File: src/rtl/nios_mul_seq_accum.sv
// nios_mul_seq_accum: sequencer/accumulator for the digit-serial multiplier cell.
// Latches two DATA_W operands and feeds the cell one DIGIT_W multiplier digit
// per cycle. Each partial product comes back from the cell one cycle later and
// is shifted into place and added to the low DATA_W bits of the product.
// Optional build macro MUL_SEQ_EARLY_EXIT_EN: only the digits up to the highest
// nonzero digit of src2 are issued, which shortens the latency. The result
// value is the same in both builds.
module nios_mul_seq_accum #(
   parameter int DATA_W  = 32,
   parameter int DIGIT_W = 4
) (
   input  logic              clk,
   input  logic              reset_n,
   input  logic              start,
   input  logic [DATA_W-1:0] src1,
   input  logic [DATA_W-1:0] src2,
   input  logic              kill,
   output logic              ready,
   output logic              result_valid,
   output logic [DATA_W-1:0] result,
   output logic [DATA_W-1:0] cell_src1,
   output logic [DATA_W-1:0] cell_src2,
   input  logic [DATA_W-1:0] cell_result
);

   localparam int NUM_DIG = DATA_W / DIGIT_W;
   localparam int CNT_W   = $clog2(NUM_DIG + 1);

   typedef enum logic [1:0] {IDLE, ISSUE, DRAIN, DONE} state_t;

   state_t              state_reg;
   logic [DATA_W-1:0]   a_reg;
   logic [DATA_W-1:0]   b_reg;
   logic [DATA_W-1:0]   acc_reg;
   logic [DATA_W-1:0]   result_reg;
   logic [CNT_W-1:0]    k_reg;
   logic [CNT_W-1:0]    n_reg;
   logic [CNT_W-1:0]    pend_idx_reg;
   logic                pend_reg;

   logic [CNT_W-1:0]    n_accept;
   logic [DIGIT_W-1:0]  cur_digit;
   logic [DATA_W-1:0]   acc_sum;

`ifdef MUL_SEQ_EARLY_EXIT_EN
   logic [NUM_DIG-1:0]  digit_nz;

   genvar gi;
   generate
      for (gi = 0; gi < NUM_DIG; gi++) begin : g_digit_nz
         assign digit_nz[gi] = |src2[gi*DIGIT_W +: DIGIT_W];
      end
   endgenerate

   // Digit count to issue: one past the highest nonzero digit, at least one.
   always_comb begin
      n_accept = CNT_W'(1);
      for (int i = 0; i < NUM_DIG; i++) begin
         if (digit_nz[i]) begin
            n_accept = CNT_W'(i + 1);
         end
      end
   end
`else
   assign n_accept = CNT_W'(NUM_DIG);
`endif

   assign cur_digit = b_reg[DIGIT_W*k_reg +: DIGIT_W];

   // Running sum including the partial product that arrives this cycle.
   always_comb begin
      acc_sum = acc_reg;
      if (pend_reg) begin
         acc_sum = acc_reg + (cell_result << (DIGIT_W * pend_idx_reg));
      end
   end

   // Sequencer state, operand latches and accumulator.
   always_ff @(posedge clk or negedge reset_n) begin
      if (!reset_n) begin
         state_reg    <= IDLE;
         a_reg        <= '0;
         b_reg        <= '0;
         acc_reg      <= '0;
         result_reg   <= '0;
         k_reg        <= '0;
         n_reg        <= '0;
         pend_idx_reg <= '0;
         pend_reg     <= 1'b0;
      end else begin
         case (state_reg)
            IDLE, DONE: begin
               // DONE also accepts so ops can run back to back.
               if (start) begin
                  a_reg     <= src1;
                  b_reg     <= src2;
                  acc_reg   <= '0;
                  k_reg     <= '0;
                  pend_reg  <= 1'b0;
                  n_reg     <= n_accept;
                  state_reg <= ISSUE;
               end else begin
                  state_reg <= IDLE;
               end
            end
            ISSUE: begin
               if (kill) begin
                  acc_reg   <= '0;
                  pend_reg  <= 1'b0;
                  state_reg <= IDLE;
               end else begin
                  acc_reg      <= acc_sum;
                  pend_reg     <= 1'b1;
                  pend_idx_reg <= k_reg;
                  if (k_reg == n_reg - CNT_W'(1)) begin
                     state_reg <= DRAIN;
                  end else begin
                     k_reg <= k_reg + CNT_W'(1);
                  end
               end
            end
            DRAIN: begin
               if (kill) begin
                  acc_reg   <= '0;
                  pend_reg  <= 1'b0;
                  state_reg <= IDLE;
               end else begin
                  // Last partial product lands here; publish the total.
                  acc_reg    <= acc_sum;
                  result_reg <= acc_sum;
                  pend_reg   <= 1'b0;
                  state_reg  <= DONE;
               end
            end
            default: state_reg <= IDLE;
         endcase
      end
   end

   assign ready        = (state_reg == IDLE) || (state_reg == DONE);
   assign result_valid = (state_reg == DONE);
   assign result       = result_reg;
   assign cell_src1    = ((state_reg == ISSUE) || (state_reg == DRAIN)) ? a_reg : '0;
   assign cell_src2    = (state_reg == ISSUE) ? DATA_W'(cur_digit) : '0;

endmodule

File: config.mk
export PLATFORM = sky130hd
export DESIGN_NAME = nios_mul_seq_accum
export DESIGN_NICKNAME = d
export VERILOG_FILES = /design/src/rtl/nios_mul_seq_accum.sv
export SDC_FILE = /design/constraint.sdc
export NUM_CORES = 1
export LEC_CHECK = 0
export BUFFER_PORTS_ARGS = -buffer_cell sky130_fd_sc_hd__buf_2
export CORE_ASPECT_RATIO = 0.6
export CORE_MARGIN = 2
export CORE_UTILIZATION = 49
export CTS_CLUSTER_DIAMETER = 120
export CTS_CLUSTER_SIZE = 24
export DETAILED_ROUTE_END_ITERATION = 8
export PLACE_DENSITY = 0.83
export SKIP_CTS_REPAIR_TIMING = 1
export SLEW_MARGIN = 20
export SYNTH_ARGS = -nofsm -noshare
export SYNTH_HDL_FRONTEND = slang
export SYNTH_SLANG_ARGS = --single-unit
File: constraint.sdc
create_clock -name clk -period 3.9 [get_ports clk]
set_clock_uncertainty 0.05 [all_clocks]
set_input_delay 0.585 -clock clk [delete_from_list [all_inputs] [get_ports clk]]
set_output_delay 0.585 -clock clk [all_outputs]
set_load 0.005 [all_outputs]
==> impl_results.md <==
- Vias per cell: 5.56
- Most common library cell in the layout ignoring fill and taps: sky130_fd_sc_hd__buf_2
- Net load switching power: 3430 uW
- R2r worst-path depth: 15
- Required time of the critical path: 4.13 ns
- Worst Slack Setup Final: 0.114 ns
- Vertical die dimension: 108 um
- Area of all placed cells without fillers: 10900 sq um
- Transition at the pin with the smallest max-transition slack: 0.840 ns
- Final critical path time including I/O delays and setup: 3.79 ns
- Run status: completed
- Total GRT Usage: 0.255
- Part of the total power dissipated in combinational logic: 0.524
- Sequential share of the synthesized area: 0.394
- Startpoint-to-endpoint class of the critical path: reg -> reg
- Clk_lat worst skew: 0.42 ns
- Total CTS buffers: 17
- Core box area: 17900 sq um
- Primary flip-flop cell chosen by synthesis mapping: sky130_fd_sc_hd__dfrtp_1
- CTS tree: done
- Final Net Count: 1196
- Peak ir drop on the vdd network: 0.000362 V
- Cell area after synthesis: 8890 sq um
- Max-slew headroom at the worst pin: 0.439
- Worst endpoint data arrival time: 4.02 ns
- Most frequent cells in the layout: sky130_fd_sc_hd__buf_2, sky130_fd_sc_hd__dfrtp_1, sky130_fd_sc_hd__nand2_1
- Leakage: 0.00520 uW
- Switching Fraction: 0.405
- Starting utilization of the core area: 0.496
- DR vias: 7307
- Overall overflow remaining after global route: 0
- Port-buffer cells: 169
- Tightest Hold Check Type: in -> async
- Detailed-placement wirelength estimate: 17.8 mm
- Root Buffer: sky130_fd_sc_hd__clkbuf_16
- DRC violation count after routing: 0
- Power consumption: 8450 uW
- Boundary pin count: 198
- Cell Pwr Density: 774 nW/um^2
- Number of different library cells in the post-synthesis netlist: 67
- Area added between synthesis and finish: 22.8%
- Number of flops mapped to enable cells by yosys: 0
- First-iteration detailed-routing DRC count: 581
- Pin count of the biggest net entering global routing: 89
- Yosys warnings: 0
- Post-synthesis async set-or-reset flop share: 1.00
- R2r setup slk: 0.11 ns
- Number of antenna violations at the first check in global routing: 2
- Via count of the first global-routing pass: 6740
- CTS sink count: 140
- Max Clock Freq: 264 MHz
- Proportion of layout cells with a drive suffix above 1: 0.368
- Beginning of the worst register-to-register path: pend_idx_reg[1]$_DFFE_PN0P_
- Clk pwr share: 0.197
- Rows: 38
- Number of hold violations in the final report: 0
- Sequential Power Share: 0.279
- Gate count after technology mapping: 858
- Period utilization: 0.971
- Global-route wire length before repair: 37.4 mm
- Crit path max fanout: 8
- Endpoint type of the worst setup path: flip-flop
- Number of search-and-repair iterations in the first detailed-routing pass: 6
- Reg-to-Reg End: result[31]$_DFFE_PN0P_
- Clock-pin slew reported for the worst setup and hold paths after clock tree synthesis: 0.07 ns
- Total Die Area: 19300 sq um
- Placement Cell Area: 10200 sq um
- FILL cells: 1489
- Die Wd: 178 um
- Average footprint of a synthesized cell: 10.4 sq um
- Utilization after layout: 0.609
- Placed cells: 1273
- H-tree depth reported by CTS: 4
- Final wirelength: 24.0 mm
- Number of synthesized register bits: 140
- Final routed wire length divided by cell count: 18.2 um
- Max_cap viols: 0
- Remaining antenna violation count after routing: 0
- Number of pins exceeding their max-slew limit in the final report: 0
- Worst setup timing slack at the placement stage: 0.0118 ns
- Worst Setup Start Kind: flip-flop
- Non-filler cells in the finished layout: 1315
- Buffer levels on the longest clock path: 2
- Routability congestion estimate: 0.996
- Number of endpoints failing setup at the final stage: 0
- Internal: 5030 uW
## cells by family (layout without fill, tap and decap cells)
family                     Yosys count  after routing  synth area share
buffers and inverters               96            284            0.0606
DFF                                140            140             0.394
muxes                              138            138             0.195
and+or+nand+nor                    228            228             0.132
other                                1             30          0.000422
xor gates and xnor gates            32             32            0.0324
adders and majority gates           36             36            0.0515
AOI/OAI and AO/OA                  187            187             0.134
## synth_stat cells, types with 21 or more instances
cell type	n	area share
sky130_fd_sc_hd__a21oi_1	38	0.021
sky130_fd_sc_hd__clkbuf_1	39	0.016
sky130_fd_sc_hd__o21ai_0	58	0.033
sky130_fd_sc_hd__nor2_1	33	0.014
sky130_fd_sc_hd__mux2i_1	47	0.053
sky130_fd_sc_hd__mux2_2	70	0.089
sky130_fd_sc_hd__nor2b_1	43	0.030
sky130_fd_sc_hd__dfrtp_1	140	0.39
sky130_fd_sc_hd__ha_1	35	0.049
sky130_fd_sc_hd__mux4_2	21	0.053
sky130_fd_sc_hd__nand2_1	77	0.032
sky130_fd_sc_hd__buf_4	29	0.024
## power by group through the flow
stage	combinational (uW)	sequential [uW]	clock (uW)
after floorplan	2980	2180	0
after global placement	4160	2340	0
after detailed placement	4220	2370	0
after CTS	4260	2350	1680
after global routing	4810	2440	1760
final	4430	2360	1660
## layout make-up
cell class	instances	area, sq um	area share
tap	240	300	0.0275
multi-input combinational	649	5020	0.460
timing repair buffer	238	1430	0.131
inverter	14	52.6	0.00481
antenna	2	5.00	0.000458
clock buffer	17	425	0.0390
sequential	140	3510	0.321
clock inverter	15	175	0.0160
## worst max-delay path, stage by stage (launching register included)
cell and delay (ns):
sky130_fd_sc_hd__dfrtp_1 0.43, sky130_fd_sc_hd__buf_8 0.16, sky130_fd_sc_hd__buf_4 0.15, sky130_fd_sc_hd__mux2i_2 0.24
sky130_fd_sc_hd__nor2b_2 0.19, sky130_fd_sc_hd__and3b_2 0.25, sky130_fd_sc_hd__ha_4 0.30, sky130_fd_sc_hd__nand3_2 0.07
sky130_fd_sc_hd__or2_4 0.27, sky130_fd_sc_hd__or4_4 0.50, sky130_fd_sc_hd__o32ai_4 0.17, sky130_fd_sc_hd__o2111ai_2 0.19
sky130_fd_sc_hd__a211o_1 0.29, sky130_fd_sc_hd__o311a_2 0.15, sky130_fd_sc_hd__xor2_2 0.19, sky130_fd_sc_hd__o21ai_2 0.06
## worst max-delay path by stage
stage | startpoint | end | slack, ns | depth (start not counted)
floorplan | pend_idx_reg[0]$_DFFE_PN0P_ | acc_reg[31]$_DFFE_PN0N_ | 0.07 | 15
finish | pend_idx_reg[1]$_DFFE_PN0P_ | result[31]$_DFFE_PN0P_ | 0.11 | 15
global placement | cell_result[5] | acc_reg[28]$_DFFE_PN0N_ | 0.07 | 16
global route | pend_idx_reg[1]$_DFFE_PN0P_ | result[31]$_DFFE_PN0P_ | -0.05 | 15
detailed placement | pend_idx_reg[1]$_DFFE_PN0P_ | result[31]$_DFFE_PN0P_ | 0.01 | 15
CTS | pend_idx_reg[1]$_DFFE_PN0P_ | result[29]$_DFFE_PN0P_ | -0.04 | 16
## metrics by stage
step | hold WS [ns] | setup TNS [ns]
final | 0.196 | 0
after global routing | 0.273 | -0.240
after CTS | 0.228 | -0.0867
after detailed placement | 0.416 | 0
after global placement | 0.409 | 0
after floorplan | 0.239 | 0
## layer usage
metal | track usage | part of all wire | up-vias
met2 | 0.362 | 0.42 | 304
met4 | 0.0468 | 0.012 | 0
met1 | 0.389 | 0.47 | 3538
met3 | 0.0721 | 0.096 | 21
met5 | 0 | 0 | -
li1 | - | - | 3444
Power figures use the tool's default switching activity.
